--- src/rtl/truth_table_probe.sv ---
// truth_table_probe: sweeps all eight input rows of a 3-input gate, samples
// its output three times per row, and rebuilds the 8-bit truth-table
// identifier (bit 7-r = output for row r = {in1,in2,in3}). A majority vote
// picks each bit, and any row whose samples disagree sets a sticky glitch flag.
module truth_table_probe #(
    parameter int SETTLE_CYCLES = 4
) (
    input  logic       clk,
    input  logic       rst,
    input  logic       start,
    input  logic [7:0] expected_tt,
    output logic       probe_in1,
    output logic       probe_in2,
    output logic       probe_in3,
    input  logic       probe_out,
    output logic       busy,
    output logic       done,
    output logic [7:0] tt,
    output logic       match,
    output logic       glitch
);

    typedef enum logic [1:0] {
        IDLE   = 2'd0,
        SETTLE = 2'd1,
        SAMPLE = 2'd2,
        DONE   = 2'd3
    } state_t;

    localparam logic [7:0] SETTLE_LAST = 8'(SETTLE_CYCLES);

    state_t     state;
    state_t     state_nxt;

    // sync_pipe[1] is the synchronized gate output; everything samples it
    logic [1:0] sync_pipe;
    logic [7:0] settle_cnt;
    logic [1:0] smp_idx;
    logic       s0;
    logic       s1;
    logic [2:0] row;
    logic [2:0] probe;
    logic [7:0] exp_q;

    logic       maj;
    logic       row_glitch;
    logic [7:0] tt_nxt;
    logic       glitch_nxt;

    // The gate output may be asynchronous to clk: two-flop synchronizer
    always_ff @(posedge clk or posedge rst) begin
        if (rst) begin
            sync_pipe <= 2'b00;
        end else begin
            sync_pipe <= {sync_pipe[0], probe_out};
        end
    end

    // State register
    always_ff @(posedge clk or posedge rst) begin
        if (rst) begin
            state <= IDLE;
        end else begin
            state <= state_nxt;
        end
    end

    // Next-state: settle, take three samples, advance row or finish
    always_comb begin
        state_nxt = state;
        case (state)
            IDLE:    if (start) state_nxt = SETTLE;
            SETTLE:  if (settle_cnt == SETTLE_LAST) state_nxt = SAMPLE;
            SAMPLE:  if (smp_idx == 2'd2) state_nxt = (row == 3'd7) ? DONE : SETTLE;
            DONE:    state_nxt = IDLE;
            default: state_nxt = IDLE;
        endcase
    end

    // Status outputs decoded straight from the state register
    always_comb begin
        busy = (state == SETTLE) || (state == SAMPLE);
        done = (state == DONE);
    end

    // Third-sample evaluation: vote, disagreement check, and the updated tt
    always_comb begin
        maj        = (s0 & s1) | (s0 & sync_pipe[1]) | (s1 & sync_pipe[1]);
        row_glitch = !((s0 == s1) && (s1 == sync_pipe[1]));
        glitch_nxt = glitch | row_glitch;
        tt_nxt     = tt;
        tt_nxt[3'd7 - row] = maj;
    end

    // Sweep datapath: row/probe sequencing, sample capture, result registers
    always_ff @(posedge clk or posedge rst) begin
        if (rst) begin
            settle_cnt <= 8'd0;
            smp_idx    <= 2'd0;
            s0         <= 1'b0;
            s1         <= 1'b0;
            row        <= 3'd0;
            probe      <= 3'd0;
            exp_q      <= 8'h00;
            tt         <= 8'h00;
            glitch     <= 1'b0;
            match      <= 1'b0;
        end else begin
            case (state)
                IDLE: begin
                    if (start) begin
                        row        <= 3'd0;
                        probe      <= 3'd0;
                        tt         <= 8'h00;
                        glitch     <= 1'b0;
                        match      <= 1'b0;
                        exp_q      <= expected_tt;
                        settle_cnt <= 8'd1;
                        smp_idx    <= 2'd0;
                    end
                end
                SETTLE: begin
                    settle_cnt <= settle_cnt + 8'd1;
                    smp_idx    <= 2'd0;
                end
                SAMPLE: begin
                    smp_idx <= smp_idx + 2'd1;
                    case (smp_idx)
                        2'd0: s0 <= sync_pipe[1];
                        2'd1: s1 <= sync_pipe[1];
                        default: begin
                            tt     <= tt_nxt;
                            glitch <= glitch_nxt;
                            if (row != 3'd7) begin
                                row        <= row + 3'd1;
                                probe      <= row + 3'd1;
                                settle_cnt <= 8'd1;
                            end else begin
                                // Last row: result becomes visible with done
                                probe <= 3'd0;
                                match <= (tt_nxt == exp_q) && !glitch_nxt;
                            end
                        end
                    endcase
                end
                default: begin
                    probe <= 3'd0;
                end
            endcase
        end
    end

    assign probe_in1 = probe[2];
    assign probe_in2 = probe[1];
    assign probe_in3 = probe[0];

endmodule

--- config.mk ---
export PLATFORM = sky130hd
export DESIGN_NAME = truth_table_probe
export DESIGN_NICKNAME = d
export VERILOG_FILES = /design/src/rtl/truth_table_probe.sv
export SDC_FILE = /design/constraint.sdc
export NUM_CORES = 1
export LEC_CHECK = 0
export CAP_MARGIN = 30
export CORE_ASPECT_RATIO = 1.2
export CORE_MARGIN = 8
export CORE_UTILIZATION = 45
export DETAILED_ROUTE_END_ITERATION = 8
export GPL_TIMING_DRIVEN = 0
export PLACE_DENSITY = 0.67
export SLEW_MARGIN = 20
export SYNTH_ARGS = -nofsm -noshare
export SYNTH_HDL_FRONTEND = slang
export SYNTH_SLANG_ARGS = --single-unit
--- constraint.sdc ---
create_clock -name clk -period 4.1 [get_ports clk]
set_clock_uncertainty 0.1 [all_clocks]
set_input_delay 1.23 -clock clk [delete_from_list [all_inputs] [get_ports clk]]
set_output_delay 1.23 -clock clk [all_outputs]
set_load 0.005 [all_outputs]
==> results by group, run 1 <==
Routing
  – Via-to-Cell Ratio: 5.52
  – Detail Route Antenna Nets: 0
  – Routed len/inst: 14.4 um
  – Detailed Route WL: 4.79 mm
  – DR pass1 iterations: 6
  – Initial drt markers: 47
  – Drt drc: 0
  – Via count: 1833

Global routing
  – Largest net degree at the start of global routing: 33
  – Initial antenna violation count: 0
  – Number of global-route vias before repair: 1810
  – Grt total ovfl: 0
  – Gr usage total: 13.2%
  – Global-route wire length before repair: 8.05 mm

Placement
  – Placer Congestion: 0.849
  – Post-DP HPWL: 3.61 mm
  – I/O Buffers: 26
  – Placed Area: 2620 um^2

Setup path
  – CP startpoint: state[0]
  – Arrival @ worst endpoint: 1540 ps
  – CP required: 2770 ps
  – CP peak stage delay: 500 ps
  – Nature of the critical path startpoint: register
  – Critical-path top delay cell: clkdlybuf4s50_1
  – CP max FO: 5
  – Crit path buf inv count: 2
  – Worst r2r src: row[0]
  – Critical Path Sink Type: output pin
  – Crit Path Category: reg -> out
  – Top delay family on crit path: buffers and inverters
  – Critical Path, Cell by Cell: inv_1, ha_1, clkdlybuf4s50_1

Power
  – VDD IR max: 491 uV
  – PD cells: 695 nW/um^2
  – Sw Ratio: 40.4%
  – Clock share of power: 16.6%
  – Comb power frac: 50.7%
  – Leak Pwr: 1.19 nW
  – Power share of the sequential group: 32.6%
  – Sw Pwr: 0.766 mW
  – Cell-internal power: 1.13 mW

Clock network
  – Postcts setup bufs: 0
  – Hold_buf cts: 0
  – Root Driver: clkbuf_8
  – Clock transition at path regs: 70 ps
  – Clock Path Buffers: 2
  – Sink Count: 40
  – PostCTS Resize Cnt: 0
  – CTS H-tree depth: 2
  – Clk Latency, worst-skew pair: 290 ps
  – Total CTS buffers: 5
  – CTS tree: built

Yosys
  – Adder-cell share of the synthesized area: 7.19%
  – Most frequent cells after synthesis: dfrtp_1, nand2_1, inv_1, o21ai_1, ha_1
  – Xor-xnor portion of the synthesized cell area: 2.32%
  – YS warnings: 0
  – Avg Inst Size Synth: 9.54 um^2
  – Synth Instances: 237
  – Top-count cell post-synth: dfrtp_1
  – Netlist cell types: 46
  – Flops & latches, synth: 40
  – Post-synth EDFFs: 0
  – Async set-reset flop share out of synthesis: 100%
  – Main combinational cell family by area after synthesis: simple AND/OR/NAND/NOR gates
  – Top_reg_cell synth: dfrtp_1
  – Syn_nets: 262
  – Yosys top cell area share: 44.3%
  – Area leader, netlist: dfrtp_1
  – Top post-synthesis cells by area: dfrtp_1, ha_1, nand2_1
  – Mux share of post-synthesis cell area: 8.52%
  – Post-synthesis compound-gate area fraction: 15.5%
  – Syn Std Cell Area: 2260 um^2
  – Post-Synth Simple-Gate Area: 17.4%
  – Register area share after synthesis: 44.3%

Floorplanning
  – I/O Pins: 27
  – CORE AREA: 4900 um^2
  – Die W: 80.7 um
  – Initial core utilization: 46.1%
  – Die Y: 93.6 um
  – Die footprint: 7560 um^2
  – FP Rows: 28

Finish
  – Layout area overhead: 20.5%
  – Number of diodes: 0
  – Final #Nets: 296
  – Post-route cell area: 2720 um^2
  – Register area: 1000 um^2
  – Filler cells: 462
  – Area of the multi-input gates: 1150 um^2
  – Layout cells sized above 1: 9.19%

Hold path
  – Hold Startpoint: sync_pipe[0]
  – Hold WC Path Type: reg -> reg

STA
  – Slew HR: 65.9%
  – Post-layout minimum cycle time: 2870 ps
  – Unrepaired setup endpoints after global routing: false
  – Final Setup Violations: 0
  – Fin. Hold Viols: 0
  – Fmax: 0.348 GHz
  – Fin crit share: 70.1%
  – Slew @ Worst Pin: 508 ps
  – Fin Setup TNS: 0 ps
  – Max Slew Vio Count: 0

Run status
  – Outcome: finished, final reports clean

Run
  – Max-cap viol count: 0
## logic make-up after synthesis
kind of cell,Yosys count
fa+ha+maj,13
flops,40
buf+inv,26
mux,18
compound gates,55
simple gates,79
xor+xnor,6
## metal layers
layer | vias to the layer above | wire length, um | global-route usage, %
met4 | 0 | 36 | 4.33
met5 | - | 0 | 0
met2 | 40 | 2450 | 23.0
met3 | 5 | 250 | 2.88
li1 | 906 | - | -
met1 | 882 | 2050 | 15.6
## worst register-to-register path, delay by kind of cell, from the launching register on
kind / cells / cell delay (ps)
flip-flops: 1 / 420
adder cells (fa/ha/maj): 2 / 460
buffers and inverters: 1 / 170
AND/OR/NAND/NOR: 2 / 350
AO/OA/AOI/OAI: 2 / 590
## metrics by stage
| stage | utilization [%] | power (mW) | hold WS (ps) | cells | worst slack, ps |
|---|---|---|---|---|---|
| 3_3_place_gp | 52.9 | 1.57 | 235 | 323 | 949 |
| 6_report | 55.5 | 1.89 | 251 | 332 | 1230 |
| 2_1_floorplan | - | 1.31 | 231 | 237 | 1840 |
| 3_5_place_dp | 53.3 | 1.59 | 236 | 324 | 1040 |
| 5_1_grt | 55.5 | 2.06 | 263 | 332 | 1130 |
| 4_1_cts | 55.5 | 1.92 | 253 | 332 | 1200 |
## final timing paths
check	to	slack (ps)	depth (start not counted)
setup / recovery	busy	1230	3
hold / removal	sync_pipe[1]	250	0
setup reg to reg	settle_cnt[6]	1910	7
hold reg to reg	sync_pipe[1]	250	0
max in group asynchronous	probe[0]	2390	3
min in group asynchronous	settle_cnt[5]	1070	2
## cell usage in the layout, fill, tap and decap left out, types with 5 or more instances in the layout
master and n:
dfrtp_1 40, clkdlybuf4s50_1 26, inv_1 14, mux2i_1 8, o31ai_1 5, o21ai_0 9, clkbuf_8 5, nor2_1 12
clkbuf_1 7, nand2_1 29, ha_1 13, nand3_1 9, o21ai_1 15, a21oi_1 8, xor2_1 5, mux2_2 8
## cell type report
cell class | instances | share of cell area [%]
Timing Repair Buffer | 27 | 10.3
Multi-Input combinational cell | 171 | 42.3
Buffer | 10 | 1.79
Inverter | 16 | 2.20
Tap cell | 60 | 2.76
Sequential cell | 40 | 36.7
Clock buffer | 6 | 2.66
Clock inverter | 2 | 1.29
## sequential cells by signal, indices dropped and copies added, names as in the netlist
name and flops:
s0 1, exp_q 8, glitch 1, settle_cnt 8
tt 8, probe 3, state 2, sync_pipe 2
row 3, s1 1, match 1, smp_idx 2
## power by group through the flow
stage          registers (mW)  clock network, mW  logic, mW
2_1_floorplan           0.601                  0      0.708
3_3_place_gp            0.620                  0      0.953
3_5_place_dp            0.626                  0      0.968
4_1_cts                 0.619              0.325      0.974
5_1_grt                 0.635              0.340       1.09
6_report                0.618              0.315      0.961
No activity file was read; power rests on OpenSTA's default activity.
==> run 2, diff against run 1 <==
- PLACE_DENSITY: 0.67 -> 0.69
- clock period: 4.1 -> 2.5 ns (I/O delays scaled with it)
==> run 2 against run 1 <==
  * Combinational power rose by 69%
  * Sequential power rose by 63%
  * Global-route usage rose by 0.36 points
  * Hold slack improved by 2.9 ps
  * Critical path depth did not move
  * Utilization rose by 1.5 points
  * Routed wire length rose by 0.98%
  * First-iteration DRC count rose by 15%
  * Clock power rose by 130%
  * Die area did not move
  * Cell count rose by 0.60%
  * Worst setup slack got worse by 1100 ps
  * Highest routed layer unchanged
==> results by group, run 2 (synthesis results as in run 1) <==
Global routing
  – Initial antenna violation count: 0
  – Gr usage total: 13.6%
  – Global-route wire length before repair: 8.22 mm
  – Largest net degree at the start of global routing: 22
  – Grt total ovfl: 0
  – Number of global-route vias before repair: 1864

Setup path
  – Nature of the critical path startpoint: register
  – Arrival @ worst endpoint: 1550 ps
  – Crit path buf inv count: 2
  – Top delay family on crit path: buffers and inverters
  – Critical Path, Cell by Cell: inv_1, ha_1, clkdlybuf4s50_1
  – Critical-path top delay cell: clkdlybuf4s50_1
  – CP max FO: 5
  – Critical Path Sink Type: output pin
  – Reg-to-reg slack, setup: 380 ps
  – CP required: 1650 ps
  – CP peak stage delay: 490 ps
  – Crit Path Category: reg -> out

Routing
  – Detail Route Antenna Nets: 0
  – Detailed Route WL: 4.83 mm
  – Initial drt markers: 54
  – Via count: 1783
  – Drt drc: 0
  – Via-to-Cell Ratio: 5.34
  – Routed len/inst: 14.5 um
  – DR pass1 iterations: 4

Power
  – Sw Pwr: 1.29 mW
  – Comb power frac: 48.1%
  – Power share of the sequential group: 30.1%
  – Cell-internal power: 2.07 mW
  – VDD IR max: 954 uV
  – PD cells: 1200 nW/um^2
  – Clock share of power: 21.8%
  – Leak Pwr: 1.22 nW
  – Final Total Pwr: 3.37 mW
  – Sw Ratio: 38.4%

Finish
  – Final core occ: 57.0%
  – Number of diodes: 0
  – Layout area overhead: 23.7%
  – Post-route cell area: 2800 um^2
  – Register area: 1000 um^2
  – Most frequent cells in the layout: dfrtp_1, nand2_1, clkdlybuf4s50_1
  – Area of the multi-input gates: 1150 um^2
  – Final #Nets: 298
  – Filler cells: 458
  – Layout cells sized above 1: 10.2%
  – Commonest non-fill, non-tap cell in the layout: dfrtp_1
  – Biggest regs: exp_q: 8 flops, settle_cnt: 8 flops, tt: 8 flops

Floorplanning
  – Initial core utilization: 46.1%
  – CORE AREA: 4900 um^2
  – Die footprint: 7560 um^2
  – Die Y: 93.6 um
  – I/O Pins: 27
  – FP Rows: 28
  – Die W: 80.7 um

Clock network
  – Clock Path Buffers: 2
  – Total CTS buffers: 5
  – Clk Latency, worst-skew pair: 290 ps
  – Sink Count: 40
  – Hold_buf cts: 0
  – Clock transition at path regs: 80 ps
  – Root Driver: clkbuf_8
  – CTS H-tree depth: 2
  – CTS tree: built

STA
  – Final Setup Violations: 0
  – Slew @ Worst Pin: 537 ps
  – Fmax: 0.416 GHz
  – Fin crit share: 96.2%
  – Max Slew Vio Count: 0
  – Fin. Hold Viols: 0
  – Post-layout minimum cycle time: 2400 ps
  – Slew HR: 63.9%
  – Unrepaired setup endpoints after global routing: false

Placement
  – I/O Buffers: 26
  – Post-DP HPWL: 3.60 mm
  – Placed Area: 2620 um^2
  – Placer Congestion: 0.850

Run status
  – Outcome: finished, final reports clean

Run
  – Max-cap viol count: 0

Hold path
  – Hold WC Path Type: reg -> reg
==> run 2: cell types whose count changed in the layout (fill, tap and decap cells not counted) <==
cell	change
buf_4	+2
bufinv_16	+2
clkinv_2	-1
buf_16	+1
clkbuf_1	-1
buf_12	-1
==> run 2: power groups by stage <==
stage,logic [mW],clock network (mW),registers [mW]
after floorplan,1.16,0,0.986
after global placement,1.56,0,1.02
after detailed placement,1.59,0,1.03
after CTS,1.61,0.747,1.02
after global routing,1.83,0.773,1.04
final,1.62,0.733,1.01
==> run 2: per-layer routing <==
metal | share of wire (%) | wire, um | track usage, % | up-vias
met1 | 44 | 2140 | 15.8 | 848
met2 | 50 | 2420 | 23.0 | 31
met3 | 4.5 | 217 | 3.45 | 4
met5 | 0 | 0 | 0 | -
li1 | - | - | - | 900
met4 | 0.95 | 46 | 5.67 | 0
==> run 2: repair_timing <==
action,in CTS,in global routing
gates resized for setup,0,0
setup buffers,0,2
setup endpoints to repair,0,1
==> run 2: layout make-up <==
class                           instances  share of cell area [%]
Clock buffer                            5                    2.46
Inverter                               16                    2.15
Buffer                                 10                    1.74
Sequential cell                        40                    35.8
Tap cell                               60                    2.68
Clock inverter                          3                    3.22
Timing Repair Buffer                   29                    10.8
Multi-Input combinational cell        171                    41.1
==> run 2: worst paths after layout <==
kind / from / endpoint / depth (start not counted)
hold / removal: sync_pipe[0] / sync_pipe[1] / 0
max in group asynchronous: rst / settle_cnt[6] / 3
hold reg to reg: sync_pipe[0] / sync_pipe[1] / 0
setup / recovery: state[0] / busy / 3
min in group asynchronous: rst / exp_q[5] / 2
setup reg to reg: row[0] / settle_cnt[6] / 7
==> run 2: metrics by stage <==
stage | instances | hold WS (ps) | setup TNS, ps | setup WS [ps]
finish | 334 | 254 | 0 | 95.2
global placement | 323 | 234 | -7250 | -180
detailed placement | 324 | 240 | -177 | -53.7
global route | 334 | 267 | 0 | 11.6
floorplan | 237 | 231 | 0 | 572
CTS | 332 | 258 | 0 | 73.9
==> run 2: worst register-to-register path, cell delays in order, from the launching register on <==
cell      delay [ps]
dfrtp_1          420
ha_1             220
ha_1             240
o31ai_1          290
nand3b_1         130
or2_0            200
clkbuf_1         170
o31ai_1          260
